===== src/rtl/shared_dff_arbiter_if.sv =====
`default_nettype none
// =============================================================================
// Module      : shared_dff_arbiter_if
// Description : Requester/arbiter bundle for the shared register arbiter.
// Revision    : 1.0 - initial release
// =============================================================================
interface shared_dff_arbiter_if #(
    parameter int NUM_REQ = 4,
    parameter int WIDTH   = 8
);
    localparam int OWNER_W = ($clog2(NUM_REQ) > 1) ? $clog2(NUM_REQ) : 1;

    logic [NUM_REQ-1:0]       req;
    logic [NUM_REQ*WIDTH-1:0] req_data;
    logic [NUM_REQ-1:0]       gnt;
    logic [WIDTH-1:0]         dout;
    logic [OWNER_W-1:0]       dout_owner;
    logic                     dout_upd;
    logic                     busy;

    modport master (
        output req, req_data,
        input  gnt, dout, dout_owner, dout_upd, busy
    );

    modport slave (
        input  req, req_data,
        output gnt, dout, dout_owner, dout_upd, busy
    );
endinterface
`default_nettype wire


===== src/rtl/shared_dff_arbiter.sv =====
`default_nettype none
// =============================================================================
// Module      : shared_dff_arbiter
// Description : Round-robin arbiter sharing one WIDTH-bit register among
//               NUM_REQ requesters, with a fixed hold-off after each grant.
// Revision    : 1.0 - initial release
// =============================================================================
module shared_dff_arbiter #(
    parameter int NUM_REQ     = 4,
    parameter int WIDTH       = 8,
    parameter int HOLD_CYCLES = 2
) (
    input  wire logic           clk,
    input  wire logic           rst,
    shared_dff_arbiter_if.slave bus
);
    localparam int OWNER_W = ($clog2(NUM_REQ) > 1) ? $clog2(NUM_REQ) : 1;

    localparam logic [OWNER_W:0]   c_num_req  = (OWNER_W+1)'(NUM_REQ);
    localparam logic [OWNER_W-1:0] c_last_idx = OWNER_W'(NUM_REQ - 1);
    localparam logic [7:0]         c_hold     = 8'(HOLD_CYCLES);

    typedef enum logic [1:0] {
        ST_IDLE  = 2'd0,
        ST_GRANT = 2'd1,
        ST_HOLD  = 2'd2
    } state_t;

    state_t               state_q, state_d;
    logic [OWNER_W-1:0]   ptr_q,   ptr_d;
    logic [7:0]           cnt_q,   cnt_d;
    logic [NUM_REQ-1:0]   gnt_q,   gnt_d;
    logic [WIDTH-1:0]     dout_q,  dout_d;
    logic [OWNER_W-1:0]   owner_q, owner_d;
    logic                 upd_q,   upd_d;
    logic                 busy_q,  busy_d;

    logic [OWNER_W:0]     w_idx;
    logic [OWNER_W-1:0]   w_win;
    logic                 w_found;

    // Circular search starting at ptr; the extra index bit absorbs ptr+i
    // before it is folded back into 0..NUM_REQ-1.
    always_comb begin
        w_found = 1'b0;
        w_win   = '0;
        w_idx   = '0;
        for (int i = 0; i < NUM_REQ; i++) begin
            w_idx = {1'b0, ptr_q} + (OWNER_W+1)'(i);
            if (w_idx >= c_num_req) begin
                w_idx = w_idx - c_num_req;
            end
            if (!w_found && bus.req[w_idx[OWNER_W-1:0]]) begin
                w_found = 1'b1;
                w_win   = w_idx[OWNER_W-1:0];
            end
        end
    end

    always_comb begin
        state_d = state_q;
        ptr_d   = ptr_q;
        cnt_d   = cnt_q;
        gnt_d   = '0;
        upd_d   = 1'b0;
        dout_d  = dout_q;
        owner_d = owner_q;
        busy_d  = busy_q;
        case (state_q)
            ST_IDLE: begin
                busy_d = 1'b0;
                if (w_found) begin
                    gnt_d   = {{(NUM_REQ-1){1'b0}}, 1'b1} << w_win;
                    dout_d  = bus.req_data[w_win*WIDTH +: WIDTH];
                    owner_d = w_win;
                    upd_d   = 1'b1;
                    ptr_d   = (w_win == c_last_idx) ? '0 : w_win + 1'b1;
                    cnt_d   = c_hold;
                    busy_d  = 1'b1;
                    state_d = ST_GRANT;
                end
            end
            ST_GRANT: begin
                if (c_hold != 8'd0) begin
                    busy_d  = 1'b1;
                    state_d = ST_HOLD;
                end else begin
                    busy_d  = 1'b0;
                    state_d = ST_IDLE;
                end
            end
            ST_HOLD: begin
                cnt_d = cnt_q - 8'd1;
                if (cnt_q <= 8'd1) begin
                    busy_d  = 1'b0;
                    state_d = ST_IDLE;
                end
            end
            default: begin
                busy_d  = 1'b0;
                state_d = ST_IDLE;
            end
        endcase
    end

    always_ff @(posedge clk or posedge rst) begin
        if (rst) begin
            state_q <= ST_IDLE;
            ptr_q   <= '0;
            cnt_q   <= '0;
            gnt_q   <= '0;
            dout_q  <= '0;
            owner_q <= '0;
            upd_q   <= 1'b0;
            busy_q  <= 1'b0;
        end else begin
            state_q <= state_d;
            ptr_q   <= ptr_d;
            cnt_q   <= cnt_d;
            gnt_q   <= gnt_d;
            dout_q  <= dout_d;
            owner_q <= owner_d;
            upd_q   <= upd_d;
            busy_q  <= busy_d;
        end
    end

    assign bus.gnt        = gnt_q;
    assign bus.dout       = dout_q;
    assign bus.dout_owner = owner_q;
    assign bus.dout_upd   = upd_q;
    assign bus.busy       = busy_q;

endmodule
`default_nettype wire


===== src/flat_wrapper.sv =====
// flat-port wrapper written by rule: the top's interface ports become plain ports
module shared_dff_arbiter_flat 
#(
    parameter int NUM_REQ     = 4,
    parameter int WIDTH       = 8,
    parameter int HOLD_CYCLES = 2
)
  (clk, rst, bus_req, bus_req_data, bus_gnt, bus_dout, bus_dout_owner, bus_dout_upd, bus_busy);
  shared_dff_arbiter_if #(.NUM_REQ(NUM_REQ), .WIDTH(WIDTH)) bus_i ();
  input  wire logic clk;
  input  wire logic rst;
  input wire logic [$bits(bus_i.req)-1:0] bus_req;
  input wire logic [$bits(bus_i.req_data)-1:0] bus_req_data;
  output wire logic [$bits(bus_i.gnt)-1:0] bus_gnt;
  output wire logic [$bits(bus_i.dout)-1:0] bus_dout;
  output wire logic [$bits(bus_i.dout_owner)-1:0] bus_dout_owner;
  output wire logic [$bits(bus_i.dout_upd)-1:0] bus_dout_upd;
  output wire logic [$bits(bus_i.busy)-1:0] bus_busy;
  assign bus_i.req = bus_req;
  assign bus_i.req_data = bus_req_data;
  assign bus_gnt = bus_i.gnt;
  assign bus_dout = bus_i.dout;
  assign bus_dout_owner = bus_i.dout_owner;
  assign bus_dout_upd = bus_i.dout_upd;
  assign bus_busy = bus_i.busy;
  shared_dff_arbiter #(.NUM_REQ(NUM_REQ), .WIDTH(WIDTH), .HOLD_CYCLES(HOLD_CYCLES)) u_core (.clk(clk), .rst(rst), .bus(bus_i));
endmodule

===== config.mk =====
export PLATFORM = sky130hd
export DESIGN_NAME = shared_dff_arbiter_flat
export DESIGN_NICKNAME = d
export VERILOG_FILES = /design/src/rtl/shared_dff_arbiter_if.sv /design/src/rtl/shared_dff_arbiter.sv /design/src/flat_wrapper.sv
export SDC_FILE = /design/constraint.sdc
export NUM_CORES = 1
export LEC_CHECK = 0
export CORE_MARGIN = 4
export CORE_UTILIZATION = 45
export CTS_CLUSTER_SIZE = 14
export DETAILED_ROUTE_END_ITERATION = 10
export GPL_TIMING_DRIVEN = 0
export PLACE_DENSITY_LB_ADDON = 0.08
export SYNTH_ARGS = -nofsm -noshare
export SYNTH_HDL_FRONTEND = slang
export SYNTH_SLANG_ARGS = --single-unit

===== constraint.sdc =====
create_clock -name clk -period 2.5 [get_ports clk]
set_input_delay 0.375 -clock clk [delete_from_list [all_inputs] [get_ports clk]]
set_output_delay 0.375 -clock clk [all_outputs]
set_load 0.005 [all_outputs]

==> results of run 1 <==
[Yosys cell counts (4+ instances only)]
cell type  instances
nor2_1             8
inv_1              7
nand3_1            9
dfrtp_1           28
nand2_1           12
o21ai_0           13
a21oi_1            5
o211ai_1           4
[per-layer routing]
metal	vias up	part of all wire [%]	global-route usage, %
li1	687	-	-
met1	677	44	22.7
met2	36	50	31.2
met3	2	5.2	4.38
met4	0	0.47	4.57
met5	-	0	0
[worst paths after layout]
kind / cells after the start / end
max: 6 / u_core.bus.dout[5]$_DFFE_PP0P_
min in group asynchronous: 2 / u_core.cnt_q[0]$_DFFE_PP0P_
max reg2reg: 6 / u_core.bus.dout[5]$_DFFE_PP0P_
min: 1 / u_core.cnt_q[7]$_DFFE_PP0P_
min reg2reg: 1 / u_core.cnt_q[7]$_DFFE_PP0P_
max in group asynchronous: 2 / u_core.cnt_q[7]$_DFFE_PP0P_
[kinds of logic after synthesis]
family                   synth area share [%]
AO/OA/AOI/OAI                            26.4
multiplexers                             7.07
flip-flops                               45.5
adder cells (fa/ha/maj)                  2.44
buffers and inverters                    4.55
AND/OR/NAND/NOR                          14.0
[layout by cell type, fill, tap and decap left out, types with 2 or more instances in the layout]
cell,n
o21a_1,2
a21oi_1,5
nand2_1,12
o211ai_1,4
mux2_4,3
a32oi_1,3
buf_6,2
clkbuf_4,3
nor3_1,3
o22ai_1,2
nand3_1,9
dfrtp_1,28
clkdlybuf4s50_1,53
mux2i_1,3
a22oi_1,3
a221o_1,3
buf_2,2
a211o_1,2
a211oi_1,3
o41ai_1,2
o21ai_1,3
nor2_1,8
o21ai_0,13
inv_1,7
ha_1,3
a21o_1,2
inv_2,3
nand4_1,2
[layout make-up]
class | count | share of cell area, %
clock buffer | 3 | 1.03
buffer | 4 | 1.49
sequential | 28 | 32.2
tap | 44 | 2.53
clock inverter | 1 | 1.38
multi-input combinational | 110 | 35.3
inverter | 10 | 1.72
timing repair buffer | 53 | 24.4
[per-stage QoR]
stage | total power, mW | util [%]
2_1_floorplan | 1.51 | -
3_3_place_gp | 1.94 | 67.4
3_5_place_dp | 1.98 | 67.4
4_1_cts | 2.29 | 69.0
5_1_grt | 2.46 | 69.0
6_report | 2.28 | 69.0
[registers in the layout, indices dropped and copies added, names as in the netlist]
signal and count:
u_core.bus.dout_owner 2, u_core.bus.gnt 4, u_core.bus.dout 8, u_core.cnt_q 8, u_core.bus.dout_upd 1, u_core.state_q 2, u_core.bus.busy 1, u_core.ptr_q 2
[where the power goes]
group          leakage, nW  internal [mW]  total (mW)  switching (mW)
combinational        0.567          0.590        1.18           0.585
clock               0.0279          0.162       0.293           0.131
sequential           0.355          0.649       0.807           0.158
total                0.950           1.40        2.28           0.873
==> results.json, run 1 <==
{
  "p_leak_nw": 0.950,
  "slew_viol_final": 0,
  "finalWirelength_mm": 3.82,
  "cts_sinks": 28,
  "max-clock-path-buffers": 2,
  "die_x_um": 66.5,
  "path_buf_inv": 2,
  "cts_resized": 0,
  "dp_hpwl_mm": 3.02,
  "synth_edf_count": 0,
  "end_kind": "flip-flop",
  "path_max_fanout": 7,
  "crit_path_max_incr_delay_ns": 0.61,
  "max_freq_mhz": 478,
  "antenna_left": 0,
  "final.setup_skew_ns": 0.00596,
  "cts_hold_buf": 0,
  "crit_slowest_cell": "clkdlybuf4s50_1",
  "grt-ovfl-total": 0,
  "io_buffers": 53,
  "powerDensity_mw_per_mm2": 1050,
  "via_per_inst": 5.54,
  "ys_warn_count": 0,
  "vias": 1402,
  "clkSlewWorstSetupHoldPaths_ns": 0.14,
  "drtIter0Drc": 78,
  "setup_viol": 0,
  "grt_start_max_net_pins": 29,
  "dieHeight_um": 66.5,
  "antenna_found_initial": 0,
  "grt_pass1_vias": 1327,
  "fp-row-count": 20,
  "synthToLayoutAreaGrowth_pct": 41.5,
  "fillCellCount": 264,
  "place_ws_ns": 0.0811,
  "final_cells": 253,
  "firstDrtPassIters": 4,
  "crit_chain": "clkdlybuf4s50_1 > or3b_1 > buf_6 > nand2_4 > mux2_4 > a221o_1",
  "arrival_ns": 2.31,
  "fin_crit_sh_pct": 83.7,
  "fin_area_mm2": 0.00218,
  "timing.hold.ws_ns": 0.478,
  "start_kind": "input port",
  "synth.avg_cell_area_um2": 10.1,
  "drive_above_1_share_pct": 10.0,
  "post_cts_buffers": 0,
  "yosysTopAreaCell": "dfrtp_1",
  "r2r_start": "u_core.ptr_q[1]$_DFFE_PP0P_",
  "insertedDiodeCount": 0,
  "drc": 0,
  "yosysUniqueCellTypes": 46,
  "timing.setup.tns_ns": 0,
  "rsz0062_at_grt": "false",
  "final_nets": 251,
  "netlist_instances": 152,
  "seq_area_frac_synth_pct": 45.5,
  "grt_usage_pct": 18.1,
  "ir_drop_mv": 0.451,
  "maxCapViolCount": 0,
  "holdCritPathClass": "flip-flop to flip-flop",
  "layout.area.seq_um2": 701,
  "place_congestion": 0.808,
  "die_area_mm2": 0.00442,
  "cts_buffers": 3,
  "syn_area_mm2": 0.00154,
  "critical_path_class": "input port to flip-flop",
  "start_util_pct": 48.8,
  "synthArstFlopShare_pct": 100,
  "layout_setup_ws_ns": 0.408,
  "root_buffer": "clkbuf_4",
  "worst_pin_slew_ns": 1.04,
  "synth_flop_cell": "dfrtp_1",
  "crit_path_start": "bus_req[2]",
  "path_delay_family": "buffers and inverters",
  "coreArea_mm2": 0.00315,
  "r2r_slack_ns": 0.53,
  "ys_ff_latch": 28,
  "hold_viol_final": 0,
  "relSlewSlack_pct": 30.8,
  "io_pins": 54,
  "critPathRequiredTime_ns": 2.72,
  "dp_cells": 249,
  "wl_per_cell_um": 15.1,
  "place_area_mm2": 0.00212,
  "synth_nets": 193,
  "multi_input_area_um2": 768,
  "min_period_ns": 2.09,
  "synth.area.top_cells": "dfrtp_1 46%, o21ai_0 4.2%, nand3_1 2.9%",
  "min_from": "u_core.cnt_q[7]$_DFFE_PP0P_",
  "cts_tree": "done",
  "insertion_delay_ns": 0.32,
  "h-tree-depth": 1,
  "grt_pass1_wl_mm": 6.10,
  "outcome": "completed",
  "synth.top_cell.area_share_pct": 45.5
}
(Power assumes the default switching activity.)
==> run 2, diff against run 1 <==
- CORE_UTILIZATION: 45 -> 40
- clock period: 2.5 -> 1.7 ns (I/O delays scaled with it)
==> results.json, run 2 (synthesis results as in run 1) <==
{
  "outcome": "complete, but fails checks",
  "violations": "setup timing",
  "vias": 1465,
  "worst_pin_slew_ns": 1.06,
  "layout_common_cells": "49 x clkdlybuf4s50_1, 28 x dfrtp_1, 13 x o21ai_0",
  "via_per_inst": 5.53,
  "comb_power_share_pct": 52.4,
  "busiest_layer": "met2",
  "final_common_cell": "clkdlybuf4s50_1",
  "drive_above_1_share_pct": 15.7,
  "max_freq_mhz": 560,
  "drtIter0Drc": 55,
  "antenna_found_initial": 0,
  "insertedDiodeCount": 0,
  "crit_slowest_cell": "dfrtp_1",
  "synthToLayoutAreaGrowth_pct": 49.3,
  "start_util_pct": 41.7,
  "grt_start_max_net_pins": 29,
  "fin_crit_sh_pct": 105,
  "grt_usage_pct": 16.9,
  "h-tree-depth": 1,
  "max-clock-path-buffers": 2,
  "crit_path_frequent_cell": "buf_6",
  "die_x_um": 70.0,
  "grt.met1_usage_pct": 21.9,
  "netSwitchingFraction_pct": 37.4,
  "io_pins": 54,
  "p_int_mw": 2.25,
  "dp_hpwl_mm": 2.98,
  "firstDrtPassIters": 4,
  "path_max_fanout": 8,
  "cts_buffers": 3,
  "met3_usage_pct": 2.73,
  "crit_path_max_incr_delay_ns": 0.38,
  "grt_pass1_vias": 1479,
  "min_period_ns": 1.78,
  "cts_sinks": 28,
  "rsz0062_at_grt": "true",
  "layout.area.seq_um2": 701,
  "die_area_mm2": 0.00490,
  "critPathRequiredTime_ns": 1.87,
  "powerDensity_mw_per_mm2": 1560,
  "grt-ovfl-total": 0,
  "relSlewSlack_pct": 29.2,
  "root_buffer": "clkbuf_8",
  "place_congestion": 0.803,
  "dp_cells": 253,
  "timing.setup.tns_ns": -0.290,
  "insertion_delay_ns": 0.27,
  "fillCellCount": 321,
  "antenna_left": 0,
  "holdCritPathClass": "flip-flop to flip-flop",
  "slew_viol_final": 0,
  "power.switching_mw": 1.35,
  "cts_tree": "done",
  "share_seq_of_total_power_pct": 33.0,
  "multi_input_area_um2": 806,
  "final_cells": 265,
  "fp-row-count": 22,
  "pwr-share-clk_pct": 14.6,
  "dieHeight_um": 70.0,
  "layout_setup_ws_ns": -0.0846,
  "ir_drop_mv": 0.709,
  "grt_pass1_wl_mm": 6.85,
  "final_nets": 259,
  "clkSlewWorstSetupHoldPaths_ns": 0.10,
  "p_leak_nw": 1.01,
  "setup_viol": 4,
  "met2_usage_pct": 29.2,
  "end_kind": "flip-flop",
  "coreArea_mm2": 0.00369,
  "critical_path_class": "flip-flop to flip-flop",
  "cts_hold_buf": 0,
  "hold_viol_final": 0,
  "start_kind": "flip-flop",
  "wl_per_cell_um": 14.9,
  "drc": 0,
  "timing.hold.ws_ns": 0.487,
  "final.setup_skew_ns": 0.00542,
  "io_buffers": 53,
  "crit_chain": "buf_6 > or3b_1 > buf_6 > nand2_8 > mux2_4 > a221o_1",
  "arrival_ns": 1.95,
  "maxCapViolCount": 0,
  "finalWirelength_mm": 3.94
}
run 2: path summary, 6_finish.rpt:
| path | startpoint | end | slack, ns | cells after the start |
|---|---|---|---|---|
| setup reg to reg | u_core.ptr_q[1]$_DFFE_PP0P_ | u_core.bus.dout[5]$_DFFE_PP0P_ | -0.08 | 6 |
| min in group asynchronous | rst | u_core.bus.gnt[1]$_DFF_PP0_ | 0.53 | 2 |
| max in group asynchronous | rst | u_core.ptr_q[0]$_DFFE_PP0P_ | 0.52 | 2 |
| setup / recovery | u_core.ptr_q[1]$_DFFE_PP0P_ | u_core.bus.dout[5]$_DFFE_PP0P_ | -0.08 | 6 |
| hold reg to reg | u_core.cnt_q[7]$_DFFE_PP0P_ | u_core.cnt_q[7]$_DFFE_PP0P_ | 0.49 | 1 |
| hold / removal | u_core.cnt_q[7]$_DFFE_PP0P_ | u_core.cnt_q[7]$_DFFE_PP0P_ | 0.49 | 1 |
run 2: final cells by class:
type / instances / area share, %
buffer: 4 / 1.52
clock buffer: 3 / 1.80
clock inverter: 1 / 1.31
inverter: 10 / 1.74
multi-input combinational: 110 / 35.1
sequential: 28 / 30.5
tap: 48 / 2.61
timing repair buffer: 61 / 25.5
run 2: critical path: cells and delay by family (launching register included):
| family | cells | cell delay, ns |
|---|---|---|
| compound gates | 1 | 0.29 |
| buf+inv | 2 | 0.28 |
| flops | 1 | 0.38 |
| mux | 1 | 0.29 |
| simple gates | 2 | 0.43 |
run 2: layer usage:
layer | part of all wire [%] | vias up | wire (um)
met5 | 0 | - | 0
met4 | 0.86 | 0 | 34
met3 | 3.4 | 2 | 135
met2 | 52 | 35 | 2060
met1 | 43 | 723 | 1710
li1 | - | 705 | -
run 2: metrics by stage:
step / utilization [%] / cell area (um^2) / total power [mW] / worst slack [ns]
floorplan: - / 1550 / 2.23 / -0.0554
global placement: 58.0 / 2140 / 2.89 / -0.495
detailed placement: 58.0 / 2140 / 2.94 / -0.506
CTS: 61.7 / 2270 / 3.57 / -0.113
global route: 62.3 / 2300 / 3.87 / -0.163
finish: 62.3 / 2300 / 3.60 / -0.0846
run 2: what timing repair did:
action / 4_1_cts / 5_1_grt
resized for setup: 7 / 5
setup buffers: 8 / 0
pin swaps: 2 / 2
endpoints found under the setup margin: 20 / 13
run 2: power by group through the flow:
stage / Combinational, mW / Clock (mW) / Sequential [mW]
6_report: 1.88 / 0.525 / 1.19
4_1_cts: 1.86 / 0.529 / 1.18
3_5_place_dp: 1.74 / 0 / 1.19
3_3_place_gp: 1.70 / 0 / 1.18
2_1_floorplan: 1.06 / 0 / 1.17
5_1_grt: 2.09 / 0.558 / 1.23
==> run 3, diff against run 2 <==
- HOLD_SLACK_MARGIN: unset -> 0.05
- TNS_END_PERCENT: unset -> 20
==> results.json, run 3 (synthesis results as in run 1) <==
{
  "antenna_found_initial": 0,
  "min_from": "u_core.cnt_q[7]$_DFFE_PP0P_",
  "place_area_mm2": 0.00214,
  "fillCellCount": 322,
  "maxCapViolCount": 0,
  "final_nets": 258,
  "die_x_um": 70.0,
  "root_buffer": "clkbuf_8",
  "max-clock-path-buffers": 2,
  "power_mw": 3.60,
  "antenna_left": 0,
  "fp-row-count": 22,
  "io_buffers": 53,
  "fin_area_mm2": 0.00230,
  "wl_per_cell_um": 14.9,
  "io_pins": 54,
  "fin_crit_sh_pct": 105,
  "layout.area.seq_um2": 701,
  "die_area_mm2": 0.00490,
  "p_leak_nw": 1.01,
  "finalWirelength_mm": 3.92,
  "ir_drop_mv": 0.715,
  "relSlewSlack_pct": 29.1,
  "rsz0062_at_grt": "true",
  "firstDrtPassIters": 4,
  "crit_slowest_cell": "dfrtp_1",
  "synthToLayoutAreaGrowth_pct": 49.5,
  "cts_buffers": 3,
  "multi_input_area_um2": 816,
  "start_kind": "flip-flop",
  "cts_sinks": 28,
  "r2r_start": "u_core.ptr_q[1]$_DFFE_PP0P_",
  "max_freq_mhz": 560,
  "cts_tree": "done",
  "holdCritPathClass": "flip-flop to flip-flop",
  "vias": 1449,
  "timing.hold.ws_ns": 0.487,
  "grt_start_max_net_pins": 29,
  "slew_viol_final": 0,
  "grt_pass1_vias": 1463,
  "grt-ovfl-total": 0,
  "place_congestion": 0.803,
  "h-tree-depth": 1,
  "crit_path_max_incr_delay_ns": 0.38,
  "path_max_fanout": 8,
  "dp_hpwl_mm": 2.98,
  "r2r_cells": 6,
  "final_common_cell": "clkdlybuf4s50_1",
  "powerDensity_mw_per_mm2": 1560,
  "end_kind": "flip-flop",
  "start_util_pct": 41.7,
  "crit_path_frequent_cell": "buf_6",
  "drtIter0Drc": 33,
  "dieHeight_um": 70.0,
  "hold_depth": 1,
  "setup_viol": 4,
  "via_per_inst": 5.49,
  "drive_above_1_share_pct": 14.8,
  "crit_chain": "buf_6 > or3b_1 > buf_6 > nand2_8 > mux2_4 > a221o_1",
  "violations": "setup timing",
  "insertion_delay_ns": 0.27,
  "hold_viol_final": 0,
  "coreArea_mm2": 0.00369,
  "timing.setup.tns_ns": -0.301,
  "place_ws_ns": -0.506,
  "critPathRequiredTime_ns": 1.87,
  "final.setup_skew_ns": 0.00575,
  "worst_pin_slew_ns": 1.06,
  "insertedDiodeCount": 0,
  "clkSlewWorstSetupHoldPaths_ns": 0.10,
  "min_period_ns": 1.79,
  "outcome": "complete, but fails checks",
  "layout_setup_ws_ns": -0.0858,
  "grt_pass1_wl_mm": 6.82,
  "layout_common_cells": "49 x clkdlybuf4s50_1, 28 x dfrtp_1, 13 x o21ai_0",
  "crit_path_start": "u_core.ptr_q[1]$_DFFE_PP0P_",
  "grt_usage_pct": 16.8,
  "critical_path_class": "flip-flop to flip-flop",
  "drc": 0,
  "arrival_ns": 1.95
}
run 3: cell count changes in the layout (fill, tap and decap cells not counted):
cell	previous run	this run
nand3_1	7	9
nand2_4	0	1
a32oi_2	0	1
a32oi_1	3	2
nand3_2	2	0
a21boi_2	1	0
a21boi_4	0	1
buf_4	9	8
nand2_2	1	0
run 3: metal layers:
layer  up-vias  GRT usage, %  share of wire [%]
met1       705          21.9                 44
met2        40          29.0                 52
met3         2          2.73                3.9
li1        702             -                  -
met5         -             0                  0
met4         0          4.04               0.87
run 3: area by class of cell:
class / count / share of cell area (%)
buffer: 4 / 1.52
clock buffer: 3 / 1.79
clock inverter: 1 / 1.31
inverter: 10 / 1.74
multi-input combinational: 110 / 35.5
sequential: 28 / 30.5
tap: 48 / 2.61
timing repair buffer: 60 / 25.1
run 3: worst paths after layout:
path / endpoint / slack, ns
max: u_core.bus.dout[5]$_DFFE_PP0P_ / -0.09
min: u_core.cnt_q[7]$_DFFE_PP0P_ / 0.49
max reg2reg: u_core.bus.dout[5]$_DFFE_PP0P_ / -0.09
min reg2reg: u_core.cnt_q[7]$_DFFE_PP0P_ / 0.49
max in group asynchronous: u_core.ptr_q[0]$_DFFE_PP0P_ / 0.52
min in group asynchronous: u_core.bus.gnt[1]$_DFF_PP0_ / 0.53
run 3: critical path: cells and delay by family, from the launching register on:
family | cells | cell delay [ns]
simple gates | 2 | 0.44
buf+inv | 2 | 0.28
flops | 1 | 0.38
mux | 1 | 0.29
compound gates | 1 | 0.29
run 3: stage by stage:
step | utilization (%) | std cells
finish | 62.4 | 264
global route | 62.4 | 264
CTS | 61.5 | 264
detailed placement | 58.0 | 253
global placement | 58.0 | 253
floorplan | - | 152
run 3: report_power, final:
| part | switching [mW] | leakage [nW] | internal, mW |
|---|---|---|---|
| sequential | 0.230 | 0.355 | 0.957 |
| clock | 0.210 | 0.0357 | 0.315 |
| combinational | 0.912 | 0.623 | 0.971 |
run 3: timing repair:
action                     in CTS  in global routing
buffers inserted                7                  0
hold buffers                    0                  0
setup endpoints to repair      20                 14
pin swaps                       3                  1
gates resized for setup         7                  6
